===== src/rtl/simon_sequence_player.sv =====
// Simon playback engine: shows a captured colour sequence as timed light pulses.
// Optional Abort input enabled by defining SIMON_PLAYER_ABORT_EN.
module simon_sequence_player #(
  parameter int MAX_STEPS = 10,
  parameter int ON_TICKS  = 25000000,
  parameter int GAP_TICKS = 12500000
) (
  input  logic                   Clk,
  input  logic                   Reset,
`ifdef SIMON_PLAYER_ABORT_EN
  input  logic                   Abort,
`endif
  input  logic                   Play,
  input  logic [3*MAX_STEPS-1:0] Colors,
  input  logic [3:0]             Count,
  output logic                   Busy,
  output logic                   Done,
  output logic                   Light_R,
  output logic                   Light_B,
  output logic                   Light_Y,
  output logic                   Light_G,
  output logic [3:0]             Step_Idx,
  output logic                   Err
);

  localparam int MAX_T = (ON_TICKS > GAP_TICKS) ? ON_TICKS : GAP_TICKS;
  localparam int TW    = $clog2(MAX_T) + 1;
  localparam logic [TW-1:0] ON_LAST  = TW'(ON_TICKS - 1);
  localparam logic [TW-1:0] GAP_LAST = TW'(GAP_TICKS - 1);
  localparam logic [3:0]    MAX_CNT  = 4'(MAX_STEPS);

  typedef enum logic [1:0] {IDLE, SHOW, GAP, DONE} state_t;

  state_t                 state, state_d;
  logic [TW-1:0]          timer, timer_d;
  logic [3:0]             step, step_d;
  logic [3:0]             count_q, count_d;
  logic [3*MAX_STEPS-1:0] colors_q, colors_d;
  logic                   abort_req;

  logic       busy_d, done_d, err_d;
  logic [3:0] lights_d;
  logic [3:0] step_idx_d;
  logic [2:0] code_d;

`ifdef SIMON_PLAYER_ABORT_EN
  assign abort_req = Abort;
`else
  assign abort_req = 1'b0;
`endif

  always_ff @(posedge Clk or posedge Reset) begin
    if (Reset) begin
      state    <= IDLE;
      timer    <= '0;
      step     <= '0;
      count_q  <= '0;
      colors_q <= '0;
    end else begin
      state    <= state_d;
      timer    <= timer_d;
      step     <= step_d;
      count_q  <= count_d;
      colors_q <= colors_d;
    end
  end

  always_comb begin
    state_d  = state;
    timer_d  = timer + 1'b1;
    step_d   = step;
    count_d  = count_q;
    colors_d = colors_q;
    case (state)
      IDLE: begin
        timer_d = '0;
        if (Play) begin
          if (Count != 4'd0) begin
            colors_d = Colors;
            count_d  = (Count > MAX_CNT) ? MAX_CNT : Count;
            step_d   = '0;
            state_d  = SHOW;
          end else begin
            state_d = DONE;
          end
        end
      end
      SHOW: begin
        if (timer == ON_LAST) begin
          timer_d = '0;
          state_d = GAP;
        end
      end
      GAP: begin
        if (timer == GAP_LAST) begin
          timer_d = '0;
          if (step == count_q - 4'd1) begin
            state_d = DONE;
          end else begin
            step_d  = step + 4'd1;
            state_d = SHOW;
          end
        end
      end
      default: begin
        timer_d = '0;
        step_d  = '0;
        state_d = IDLE;
      end
    endcase
    // Abort wins over normal sequencing, but only while playback is active.
    if (abort_req && (state == SHOW || state == GAP)) begin
      state_d = IDLE;
      timer_d = '0;
      step_d  = '0;
    end
  end

  // Outputs are decoded from the next-state values so they can be registered
  // and still line up with the state they describe.
  always_comb begin
    code_d     = 3'(colors_d >> (3 * step_d));
    busy_d     = (state_d == SHOW) || (state_d == GAP);
    done_d     = (state_d == DONE);
    step_idx_d = busy_d ? step_d : 4'd0;
    lights_d   = 4'b0000;
    err_d      = Err;
    if (state == IDLE && Play) err_d = 1'b0;
    if (state_d == SHOW) begin
      case (code_d)
        3'd1:    lights_d = 4'b1000;
        3'd2:    lights_d = 4'b0100;
        3'd3:    lights_d = 4'b0010;
        3'd4:    lights_d = 4'b0001;
        default: err_d    = 1'b1;
      endcase
    end
  end

  always_ff @(posedge Clk or posedge Reset) begin
    if (Reset) begin
      Busy     <= 1'b0;
      Done     <= 1'b0;
      Light_R  <= 1'b0;
      Light_B  <= 1'b0;
      Light_Y  <= 1'b0;
      Light_G  <= 1'b0;
      Step_Idx <= 4'd0;
      Err      <= 1'b0;
    end else begin
      Busy     <= busy_d;
      Done     <= done_d;
      Light_R  <= lights_d[3];
      Light_B  <= lights_d[2];
      Light_Y  <= lights_d[1];
      Light_G  <= lights_d[0];
      Step_Idx <= step_idx_d;
      Err      <= err_d;
    end
  end

endmodule


===== config.mk =====
export PLATFORM = sky130hd
export DESIGN_NAME = simon_sequence_player
export DESIGN_NICKNAME = d
export VERILOG_FILES = /design/src/rtl/simon_sequence_player.sv
export SDC_FILE = /design/constraint.sdc
export NUM_CORES = 1
export LEC_CHECK = 0
export CORE_MARGIN = 3
export CORE_UTILIZATION = 56
export DETAILED_ROUTE_END_ITERATION = 10
export PLACE_DENSITY = 0.83
export REMOVE_ABC_BUFFERS = 1
export SYNTH_ARGS = -nofsm -noshare
export SYNTH_HDL_FRONTEND = slang
export SYNTH_SLANG_ARGS = --single-unit

===== constraint.sdc =====
create_clock -name Clk -period 3.9 [get_ports Clk]
set_clock_uncertainty 0.05 [all_clocks]
set_input_delay 0.78 -clock Clk [delete_from_list [all_inputs] [get_ports Clk]]
set_output_delay 0.78 -clock Clk [all_outputs]
set_load 0.02 [all_outputs]

==> out/metrics.yaml, run 1 <==
status:
  status: "completed"
yosys:
  yosys_warnings: 0
  synth_edf_count: 0
  yosys.area.top_type: "dfrtp_1"
  ys_types: 57
  ys_seq_area_share_pct: 49.0
  synth_seq_cells: 77
  synthArstFlopShare_pct: 100
  syn_area_um2: 3930
  syn_inst: 356
  synthTopCellsByArea: "dfrtp_1, mux2_2, nor2_1"
  synth_area_per_cell_um2: 11.0
  yosys.area.top_type_share_pct: 49.0
  synthFlopType: "dfrtp_1"
floorplanning:
  die_h_um: 89.8
  coreArea_um2: 6570
  pin_count: 48
  fp-row-count: 29
  initial_core_util_pct: 59.9
  die_area_um2: 8060
  die-width_um: 89.8
sta:
  post-route-period-util_pct: 95.9
  max_slew_margin_pct: 45.4
  final_hold_viol_count: 0
  worstMarginPinSlew_ns: 0.817
  finalWorstSetupSlack_ns: 0.159
  setup_viol: 0
  tns_ns: 0
  max_freq_ghz: 0.267
  min_period_ns: 3.74
  slew_viol_final: 0
  rsz0062_at_grt: "false"
setup_path:
  end_kind: "register"
  required_ns: 4.09
  crit_start: "Count[0]"
  r2r-start: "count_q[0]$_DFFE_PP0P_"
  cp_max_fo: 4
  ff2ff_path_depth: 13
  reg2reg_slack_ns: 0.25
  crit_end: "Err$_DFF_PP0_"
  worst_ep_arrival_time_ns: 3.93
  critPathKind: "in -> reg"
  start_kind: "input pin"
  timing.rr.end: "Err$_DFF_PP0_"
final_layout:
  nets: 471
  area_delta_synth_final_pct: 23.4
  drive_gt1_share_pct: 19.8
  antennaDiodeCount: 0
global_routing:
  grt_pass1_vias: 2951
  grt_overflow: 0
  grt_start_max_net_pins: 78
  grt_pass1_wl_um: 14700
  grt.total_usage_pct: 22.5
  antenna_found_initial: 0
drt:
  avgViaCountPerCell: 5.63
  wire_per_inst_um: 16.4
  dr.pass1.iters: 5
  drc_errors: 0
  drt-total-wl_um: 8550
  drt_iter0_drc: 172
  ant_nets: 0
  vias: 2939
place:
  dp_slack_ns: -0.110
  port-buffer-count: 47
  dp_hpwl_um: 6200
  place_congestion: 0.835
power_and_ir_drop:
  irDropWorstVdd_mv: 0.351
  p_total_w: 0.00145
  p_per_area_nw_per_um2: 299
  leakagePower_nw: 2.24
hold_path:
  hold_class: "reg -> reg"
  worstHoldPathCells: 1
cts:
  postCtsSetupBuffers: 0
  numCtsBuffers: 9
  insertion_delay_ns: 0.34
  cts_resized: 0
  ctsHoldBuffers: 0
  cts_buffer_depth: 2
  root_buffer: "clkbuf_8"
  clock-sinks: 77
  cts_max_level: 3
  cts_tree: "yes"
  clk_pin_slew_ns: 0.08
job:
  maxCapViolCount: 0
through the flow:
| stage | utilization, % | cells | area, um2 | hold WS [ns] |
|---|---|---|---|---|
| 3_5_place_dp | 70.9 | 507 | 4660 | 0.437 |
| 6_report | 73.9 | 522 | 4850 | 0.450 |
| 2_1_floorplan | - | 348 | 3900 | 0.405 |
| 3_3_place_gp | 70.9 | 507 | 4660 | 0.425 |
| 4_1_cts | 73.8 | 522 | 4850 | 0.455 |
| 5_1_grt | 73.9 | 522 | 4850 | 0.468 |
worst min path at each step:
| stage | start | endpoint | slack [ns] |
|---|---|---|---|
| 2_1_floorplan | timer[0]$_DFF_PP0_ | timer[0]$_DFF_PP0_ | 0.40 |
| 3_3_place_gp | timer[0]$_DFF_PP0_ | timer[0]$_DFF_PP0_ | 0.42 |
| 3_5_place_dp | colors_q[1]$_DFF_PP0_ | colors_q[1]$_DFF_PP0_ | 0.44 |
| 4_1_cts | colors_q[1]$_DFF_PP0_ | colors_q[1]$_DFF_PP0_ | 0.46 |
| 5_1_grt | colors_q[17]$_DFF_PP0_ | colors_q[17]$_DFF_PP0_ | 0.47 |
| 6_report | timer[0]$_DFF_PP0_ | timer[0]$_DFF_PP0_ | 0.45 |
cell type report:
class	count	area, um2
Clock inverter	5	62.6
Tap cell	93	116
Sequential cell	77	1930
Multi-Input combinational cell	259	1940
Fill cell	462	1710
Timing Repair Buffer	66	638
Inverter	12	45.0
Clock buffer	10	128
cells by family (layout without fill, tap and decap cells):
logic type / count (synthesis) / count (layout) / synth area share [%]
xor gates and xnor gates: 29 / 29 / 7.03
and+or+nand+nor: 133 / 133 / 17.7
buffers and inverters: 20 / 93 / 1.97
AOI/OAI and AO/OA: 44 / 44 / 9.07
adders and majority gates: 9 / 9 / 2.86
DFF: 77 / 77 / 49.0
muxes: 44 / 44 / 12.3
cell usage in the layout (no fill, tap or decap), types with 3 or more instances in the layout:
cell type | netlist | layout
and2_1 | 4 | 4
nand4_1 | 7 | 7
nand2_1 | 20 | 20
nor3_1 | 8 | 8
inv_1 | 11 | 10
dfrtp_1 | 77 | 77
o21a_1 | 3 | 3
nor2_1 | 46 | 45
mux2i_1 | 8 | 8
clkbuf_8 | 0 | 9
xor2_1 | 13 | 13
a21oi_1 | 8 | 8
mux2_2 | 36 | 36
ha_1 | 9 | 9
clkdlybuf4s50_1 | 0 | 47
and3_1 | 8 | 8
nand2b_1 | 3 | 3
and4_1 | 4 | 4
nand3b_1 | 3 | 3
o21ai_0 | 9 | 9
nand3_1 | 14 | 14
buf_4 | 0 | 17
xnor2_1 | 14 | 14
routing by layer:
metal	GRT usage (%)	part of all wire (%)	vias to the layer above
li1	-	-	1405
met1	31.8	46	1448
met2	35.2	49	78
met3	3.92	4.0	8
met4	8.30	0.96	0
met5	0	0	-
critical path: stages:
cell	delay, ns
clkdlybuf4s50_1	0.43
o41ai_1	0.50
buf_4	0.20
a21o_1	0.14
o21ai_0	0.12
a41o_1	0.29
a21oi_4	0.19
mux2i_1	0.09
a2111oi_1	0.45
a311oi_2	0.11
or3_1	0.37
a32o_1	0.25
state kept, by name (all words and copies together) (netlist names):
| register | cells |
|---|---|
| colors_q | 30 |
| timer | 26 |
| Step_Idx | 4 |
| count_q | 4 |
| step | 4 |
| state | 2 |
| Busy | 1 |
| Done | 1 |
| Err | 1 |
| Light_B | 1 |
| Light_G | 1 |
| Light_R | 1 |
| Light_Y | 1 |
cells in the mapped netlist, types with 4 or more instances:
cell type  instances
xor2_1            13
nand4_1            7
xnor2_1           14
clkbuf_1           6
and4_1             4
ha_1               9
and2_1             4
nand3_1           14
inv_1             11
dfrtp_1           77
mux2i_1            8
nor3_1             8
mux2_2            36
nor2_1            46
and3_1             8
a21oi_1            8
nand2_1           20
o21ai_0            9
report_power, final:
| group | switching, W | total [W] | internal [W] | leakage [nW] |
|---|---|---|---|---|
| sequential | 0 | 0.000798 | 0.000798 | 1.02 |
| clock | 0.000295 | 0.000590 | 0.000294 | 0.0886 |
| combinational | 0.0000255 | 0.0000647 | 0.0000392 | 1.13 |
| total | 0.000321 | 0.00145 | 0.00113 | 2.24 |
Note: power is estimated with default switching activity, not from simulation.
==> run 2: changes to the inputs <==
- ABC_CLOCK_PERIOD_IN_PS: unset -> 3900
- MAX_ROUTING_LAYER: unset -> met4
==> out/metrics.yaml, run 2 (synthesis gave the netlist of run 1 again) <==
status:
  status: "completed"
floorplanning:
  pin_count: 48
  initial_core_util_pct: 59.9
  die_h_um: 89.8
  coreArea_um2: 6570
  die-width_um: 89.8
  die_area_um2: 8060
  fp-row-count: 29
final_layout:
  regMostFlops: "colors_q"
  final_common_cell: "dfrtp_1"
  drive_gt1_share_pct: 19.8
  final_cell_mix: "dfrtp_1, clkdlybuf4s50_1, nor2_1"
  area_delta_synth_final_pct: 23.4
  largest_reg_flops: 30
  antennaDiodeCount: 0
  multi_input_area_um2: 1940
  fillCellCount: 462
  nets: 471
  regArea_um2: 1930
  final_cells: 522
  largestRegisters: "colors_q: 30 flops, timer: 26 flops"
drt:
  drt_iter0_drc: 191
  ant_nets: 0
  avgViaCountPerCell: 5.62
  wire_per_inst_um: 16.4
  dr.pass1.iters: 4
  drt-total-wl_um: 8560
  vias: 2934
  drc_errors: 0
sta:
  min_period_ns: 3.73
  max_freq_ghz: 0.268
  final_hold_viol_count: 0
  finalWorstSetupSlack_ns: 0.170
  max_slew_margin_pct: 45.0
  setup_viol: 0
  slew_viol_final: 0
  rsz0062_at_grt: "false"
  worstMarginPinSlew_ns: 0.824
  post-route-period-util_pct: 95.6
cts:
  clock-sinks: 77
  insertion_delay_ns: 0.35
  root_buffer: "clkbuf_8"
  clk_pin_slew_ns: 0.08
  postCtsSetupBuffers: 0
  cts_max_level: 3
  cts_tree: "yes"
  numCtsBuffers: 9
  cts_buffer_depth: 2
setup_path:
  start_kind: "input pin"
  cp_max_fo: 4
  required_ns: 4.09
  end_kind: "register"
  reg2reg_slack_ns: 0.25
  ff2ff_path_depth: 13
  critPathKind: "in -> reg"
  timing.rr.end: "Err$_DFF_PP0_"
  worst_ep_arrival_time_ns: 3.92
  r2r-start: "count_q[0]$_DFFE_PP0P_"
place:
  dp_hpwl_um: 6200
  port-buffer-count: 47
  numPlacedInstances: 507
  place_congestion: 0.848
  dp_slack_ns: -0.110
hold_path:
  whs_endpoint: "timer[0]$_DFF_PP0_"
  worstHoldPathCells: 1
  hold_class: "reg -> reg"
  min_from: "timer[0]$_DFF_PP0_"
global_routing:
  grt_pass1_wl_um: 14700
  grt_overflow: 0
  grt_pass1_vias: 2956
  grt_start_max_net_pins: 78
  grt.total_usage_pct: 23.2
  antenna_found_initial: 0
power_and_ir_drop:
  leakagePower_nw: 2.24
  irDropWorstVdd_mv: 0.351
  p_per_area_nw_per_um2: 299
job:
  maxCapViolCount: 0
run 2: cell counts in the layout (fill, tap and decap cells not counted):
Identical to the previous run, type by type.
run 2: report_power, final:
| part | internal [W] | total [W] | switching [W] |
|---|---|---|---|
| Clock | 0.000294 | 0.000590 | 0.000296 |
| Combinational | 0.0000392 | 0.0000647 | 0.0000255 |
| Sequential | 0.000798 | 0.000798 | 0 |
| Total | 0.00113 | 0.00145 | 0.000321 |
run 2: final cells by class:
cell class,count,share of cell area [%]
multi-input cells,259,39.9
inverters,12,0.928
clock inverters,5,1.29
clock buffers,10,2.63
well taps,93,2.40
repair buffers,66,13.1
flip-flops and latches,77,39.7
run 2: routing by layer:
layer	vias up	track usage [%]	wire, um
met3	8	3.92	345
met1	1450	31.7	3950
li1	1400	-	-
met2	76	35.2	4170
met4	0	8.30	91
met5	-	-	0
run 2: worst max path at each step:
stage / startpoint / end / slack, ns / cells past startpoint
finish: Count[0] / Err$_DFF_PP0_ / 0.17 / 12
global route: Count[0] / Err$_DFF_PP0_ / 0.02 / 12
CTS: Count[0] / Light_R$_DFF_PP0_ / 0.23 / 14
detailed placement: Count[0] / Err$_DFF_PP0_ / -0.11 / 12
global placement: Count[0] / Err$_DFF_PP0_ / 0.01 / 13
floorplan: Play / Err$_DFF_PP0_ / -0.18 / 9
run 2: stage by stage:
step | utilization, % | power [W] | setup TNS, ns | area, um2 | hold WS, ns
3_3_place_gp | 70.9 | 0.000878 | 0 | 4660 | 0.425
6_report | 73.9 | 0.00145 | 0 | 4850 | 0.450
3_5_place_dp | 70.9 | 0.000879 | -0.179 | 4660 | 0.437
5_1_grt | 73.9 | 0.00151 | 0 | 4850 | 0.468
4_1_cts | 73.8 | 0.00147 | 0 | 4850 | 0.455
2_1_floorplan | - | 0.000828 | -0.184 | 3900 | 0.405
run 2: repair_timing:
action,CTS,global route
gates resized for setup,0,1
hold buffers,0,0
endpoints found under the setup margin,0,1
run 2: critical path, cell delays in order:
cell,delay [ns]
clkdlybuf4s50_1,0.43
o41ai_1,0.50
buf_4,0.20
a21o_1,0.14
o21ai_0,0.12
a41o_1,0.29
a21oi_4,0.18
mux2i_1,0.09
a2111oi_1,0.45
a311oi_2,0.11
or3_1,0.37
a32o_1,0.25
